--- config.mk ---
export PLATFORM = sky130hd
export DESIGN_NAME = perf_counter_unit
export DESIGN_NICKNAME = d
export VERILOG_FILES = /design/src/rtl/perf_counter_unit.sv
export SDC_FILE = /design/constraint.sdc
export NUM_CORES = 2
export LEC_CHECK = 0
export ABC_AREA = 1
export CAP_MARGIN = 20
export CORE_MARGIN = 2
export CORE_UTILIZATION = 37
export CTS_BUF_LIST = sky130_fd_sc_hd__clkbuf_4
export DETAILED_ROUTE_END_ITERATION = 10
export PLACE_DENSITY_LB_ADDON = 0.05
export SYNTH_ARGS = -nofsm -noshare
export SYNTH_HDL_FRONTEND = slang
export SYNTH_SLANG_ARGS = --single-unit
--- constraint.sdc ---
create_clock -name clk -period 4.5 [get_ports clk]
set_clock_uncertainty 0.1 [all_clocks]
set_input_delay 0.675 -clock clk [delete_from_list [all_inputs] [get_ports clk]]
set_output_delay 0.675 -clock clk [all_outputs]
set_load 0.1 [all_outputs]
--- src/rtl/perf_counter_unit.sv ---
// Performance counter unit: C event counters of W bits with sticky overflow flags,
// a snapshot shadow bank and a registered N-bit software read port.
module perf_counter_unit #(
    parameter int N         = 32,
    parameter int C         = 8,
    parameter int W         = 48,
    parameter int SATURATE  = 0,
    parameter int CYCLE_CH0 = 1
) (
    input  logic                 clk,
    input  logic                 rst,
    input  logic                 en,
    input  logic                 Freeze,
    input  logic [C-1:0]         Events,
    input  logic                 Clear,
    input  logic                 Snapshot,
    input  logic [$clog2(C)-1:0] RdSel,
    input  logic                 RdHi,
    output logic [N-1:0]         RdData,
    output logic [C-1:0]         Overflow,
    output logic                 OvfIrq
);

    localparam int SW = $clog2(C);
    localparam logic [W-1:0] ONE_W = {{(W-1){1'b0}}, 1'b1};
    localparam logic [W-1:0] MAX_W = {W{1'b1}};

    logic [W-1:0] cnt_q [C];
    logic [W-1:0] cnt_d [C];
    logic [W-1:0] shd_q [C];
    logic [W-1:0] shd_d [C];
    logic [C-1:0] ovf_q;
    logic [C-1:0] ovf_d;
    logic [C-1:0] inc_s;
    logic [N-1:0] rd_q;
    logic [N-1:0] rd_d;
    logic         irq_q;
    logic         irq_d;
    logic [W-1:0] rd_word_s;
    logic [N-1:0] rd_hi_s;

    // Per-channel increment qualifier; channel 0 may count every enabled cycle
    always_comb begin
        inc_s = {C{1'b0}};
        for (int i = 0; i < C; i++) begin
            if (en && !Freeze) begin
                if (i == 0 && CYCLE_CH0 != 0) begin
                    inc_s[i] = 1'b1;
                end else begin
                    inc_s[i] = Events[i];
                end
            end else begin
                inc_s[i] = 1'b0;
            end
        end
    end

    // Live counter, overflow and shadow next-state
    always_comb begin
        for (int i = 0; i < C; i++) begin
            cnt_d[i] = cnt_q[i];
            ovf_d[i] = ovf_q[i];
            shd_d[i] = shd_q[i];
            // Shadow always captures the pre-edge count, so Clear/increment never leak in
            if (Snapshot) begin
                shd_d[i] = cnt_q[i];
            end else begin
                shd_d[i] = shd_q[i];
            end
            if (Clear) begin
                cnt_d[i] = {W{1'b0}};
                ovf_d[i] = 1'b0;
            end else if (inc_s[i]) begin
                if (cnt_q[i] != MAX_W) begin
                    cnt_d[i] = cnt_q[i] + ONE_W;
                end else begin
                    ovf_d[i] = 1'b1;
                    if (SATURATE == 0) begin
                        cnt_d[i] = {W{1'b0}};
                    end else begin
                        cnt_d[i] = cnt_q[i];
                    end
                end
            end else begin
                cnt_d[i] = cnt_q[i];
            end
        end
    end

    // Read mux over the shadow bank; unmatched selects fall through to zero
    always_comb begin
        rd_word_s = {W{1'b0}};
        for (int i = 0; i < C; i++) begin
            if (RdSel == SW'(i)) begin
                rd_word_s = shd_q[i];
            end else begin
                rd_word_s = rd_word_s;
            end
        end
        rd_hi_s = {N{1'b0}};
        rd_hi_s[W-N-1:0] = rd_word_s[W-1:N];
        if (RdHi) begin
            rd_d = rd_hi_s;
        end else begin
            rd_d = rd_word_s[N-1:0];
        end
        irq_d = |ovf_q;
    end

    // State registers with synchronous active-low reset
    always_ff @(posedge clk) begin
        if (!rst) begin
            for (int i = 0; i < C; i++) begin
                cnt_q[i] <= {W{1'b0}};
                shd_q[i] <= {W{1'b0}};
            end
            ovf_q <= {C{1'b0}};
            rd_q  <= {N{1'b0}};
            irq_q <= 1'b0;
        end else begin
            for (int i = 0; i < C; i++) begin
                cnt_q[i] <= cnt_d[i];
                shd_q[i] <= shd_d[i];
            end
            ovf_q <= ovf_d;
            rd_q  <= rd_d;
            irq_q <= irq_d;
        end
    end

    assign RdData   = rd_q;
    assign Overflow = ovf_q;
    assign OvfIrq   = irq_q;

    perf_counter_unit_chk #(
        .N (N),
        .C (C)
    ) u_chk (
        .clk      (clk),
        .rst      (rst),
        .en       (en),
        .Freeze   (Freeze),
        .Clear    (Clear),
        .RdData   (RdData),
        .Overflow (Overflow),
        .OvfIrq   (OvfIrq)
    );

endmodule

// Interface-level properties of the counter unit, observed from its ports.
module perf_counter_unit_chk #(
    parameter int N = 32,
    parameter int C = 8
) (
    input logic         clk,
    input logic         rst,
    input logic         en,
    input logic         Freeze,
    input logic         Clear,
    input logic [N-1:0] RdData,
    input logic [C-1:0] Overflow,
    input logic         OvfIrq
);

    a_reset_clears: assert property (@(posedge clk)
        !rst |=> (RdData == {N{1'b0}} && Overflow == {C{1'b0}} && OvfIrq == 1'b0));

    a_clear_ovf: assert property (@(posedge clk)
        (rst && Clear) |=> (Overflow == {C{1'b0}}));

    a_irq_follows: assert property (@(posedge clk)
        rst |=> (OvfIrq == $past(|Overflow)));

    a_ovf_hold: assert property (@(posedge clk)
        (rst && !Clear && !(en && !Freeze)) |=> (Overflow == $past(Overflow)));

endmodule

==> results.json <==
{
  "outcome": "complete, no violations",
  "core-area_um2": 105000,
  "slowest_delay_ps": 1230,
  "drv_cap": 0,
  "setup_viol": 0,
  "stdcell_count": 7620,
  "vias": 39300,
  "ys_ff_latch": 809,
  "max_slew.worst_pin.slew_ps": 1040,
  "relSlewSlack": 0.308,
  "cp.required_ps": 3720,
  "path_cells": "clkdlybuf4s50_1",
  "drc_errors": 0,
  "first_global_vias": 37300,
  "power_switching_mw": 4.24,
  "gr-total-overflow": 0,
  "synth_nets": 5974,
  "setup_tns_ps": 0,
  "worst_slack_ps": 763,
  "path_class": "reg -> out",
  "power.total_mw": 15.4,
  "cts_root_buf": "clkbuf_4",
  "p_sw_frac": 0.275,
  "mostFrequentLayoutCells": "nand2_1 (1,378), nor2_1 (1,149), dfxtp_1 (809)",
  "leakage_nw": 15.4,
  "antenna_found_initial": 4,
  "finalCritPeriodShare": 0.830,
  "rsz0062_at_grt": "no",
  "drv_slew": 0,
  "end_kind": "primary output",
  "period_needed_ps": 3740,
  "ios": 59,
  "syn-instance-count": 5948,
  "p_per_area_nw_per_um2": 351,
  "finish.utilization": 0.418,
  "critPathLaunchType": "register",
  "n_fill_cell": 11600,
  "cts.sinks": 809,
  "cts_setup_buffers": 0,
  "dp.cells": 7208,
  "drive_gt1_frac": 0.0775,
  "dr.pass1.iters": 6,
  "path_clk_slew_ps": 60,
  "grtUsageTotal": 0.291,
  "syn_area_um2": 39200,
  "post-place-ws_ps": 846,
  "hp-class": "in -> reg",
  "portBuffers": 57,
  "antenna_left": 0,
  "globalplace.congestion": 0.942,
  "clk-insertion-delay-late_ps": 1170,
  "die_w_um": 329,
  "p_clk_frac": 0.451,
  "yosysWarningCount": 0,
  "cts_tree": "yes",
  "vdd_drop_max_mv": 0.190,
  "syn_avg_cell_area_um2": 6.59,
  "yosysUniqueCellTypes": 51,
  "hold_viol": 0,
  "grt_max_degree": 238,
  "die_h_um": 329,
  "wl_mm": 160,
  "htreeDepth": 4,
  "critPathTopFamily": "buffers and inverters",
  "p_seq_frac": 0.487,
  "grt_pass1_wl_mm": 236,
  "row_count": 119,
  "finalNetCount": 6076,
  "crit_buf_inv": 1,
  "p_comb_frac": 0.063,
  "arrival_ps": 2960,
  "start_util": 0.373,
  "crit_fanout": 3,
  "viasPerCell": 5.16,
  "critPathSlowestCell": "clkdlybuf4s50_1",
  "fmax_ghz": 0.268,
  "ctsLongestPathBuffers": 3,
  "syn2layout_area_growth_pct": 12.1,
  "numCtsBuffers": 228,
  "synth_ff_type": "dfxtp_1",
  "final_common_cell": "nand2_1",
  "drt_iter0_markers": 3308,
  "async_reset_ff_frac": 0,
  "synth_edf_count": 0,
  "yosysSeqAreaShare": 0.413,
  "dp_hpwl_mm": 122,
  "die_area_um2": 109000,
  "power.internal_mw": 11.2,
  "wl_per_cell_um": 21.0
}
## worst min-delay path, cell delays in order
cell and delay [ps]:
clkdlybuf4s50_1 450, buf_4 190, nor2_1 70, nand2_1 60, a21oi_1 50
## path summary, 6_finish.rpt
path                 start            end  slack, ps  depth (start not counted)
max            Overflow[6]    Overflow[6]        760                          1
min                   RdHi     RdData[12]        290                          5
max reg2reg    cnt_q[0][4]   cnt_q[0][33]       1470                         10
min reg2reg  shd_q[0][158]  shd_q[0][158]        360                          2
## per-layer routing
metal / GRT usage / share of wire / vias up / wire, µm
met3: 0.0456 / 0.049 / 298 / 7820
li1: - / - / 19600 / -
met1: 0.363 / 0.43 / 18400 / 68700
met5: 0 / 0.000081 / - / 13
met2: 0.490 / 0.47 / 1044 / 75800
met4: 0.138 / 0.047 / 2 / 7570
## power groups by stage
stage,Combinational (mW),Sequential [mW],Clock (mW)
detailed placement,0.953,7.66,0
global route,1.05,7.51,7.57
finish,0.966,7.51,6.95
global placement,0.949,7.67,0
floorplan,0.523,7.67,0
CTS,0.959,7.50,7.17
## final cells by class
class | instances | area (µm²) | area share
tap | 1391 | 1740 | 0.0396
inverter | 531 | 2010 | 0.0457
clock buffer | 335 | 2510 | 0.0573
sequential | 809 | 16200 | 0.369
timing repair buffer | 106 | 1030 | 0.0234
antenna | 7 | 17.5 | 0.000399
clock inverter | 67 | 388 | 0.00883
multi-input combinational | 4374 | 20000 | 0.456
## sequential cells by signal, indices dropped and copies added (netlist names)
name	count
Overflow	8
RdData	32
cnt_q	384
shd_q	384
OvfIrq	1
## kinds of logic (layout without fill, tap and decap cells)
logic type	Yosys count	count (layout)	share of synthesized area
simple gates	3278	3278	0.355
compound gates	962	962	0.125
flops	809	809	0.413
buf+inv	765	1039	0.0760
xor+xnor	126	126	0.0282
fa+ha+maj	8	8	0.00255
other cells	0	7	0
## synth_stat cells, types with 9 or more instances
| library cell | instances | area [µm²] |
|---|---|---|
| xnor2_1 | 9 | 78.8 |
| nor3_1 | 105 | 526 |
| buf_1 | 21 | 78.8 |
| xor2_1 | 117 | 1020 |
| nand3_1 | 323 | 1620 |
| o21ai_0 | 426 | 2130 |
| nand2_1 | 1378 | 5170 |
| inv_1 | 519 | 1950 |
| nor3_2 | 15 | 150 |
| nor3b_1 | 16 | 120 |
| o211ai_1 | 9 | 67.6 |
| nand4_1 | 199 | 1240 |
| o22ai_1 | 11 | 68.8 |
| a21oi_1 | 495 | 2480 |
| dfxtp_1 | 809 | 16200 |
| nand3b_1 | 12 | 90.1 |
| nor2_2 | 22 | 138 |
| nor4_1 | 15 | 93.8 |
| clkbuf_1 | 163 | 612 |
| buf_2 | 39 | 195 |
| nor2_1 | 1150 | 4320 |
## timing repair
action                    4_1_cts  5_1_grt
gates resized for setup         0        0
hold endpoints to repair       99        0
hold buffers                    3        0
## per-stage QoR
| stage | instance area (µm²) | hold WS [ps] |
|---|---|---|
| 2_1_floorplan | 39200 | 330 |
| 3_3_place_gp | 41000 | 346 |
| 3_5_place_dp | 41000 | 351 |
| 4_1_cts | 43900 | 178 |
| 5_1_grt | 43900 | 249 |
| 6_report | 43900 | 290 |
(Power assumes the default switching activity.)
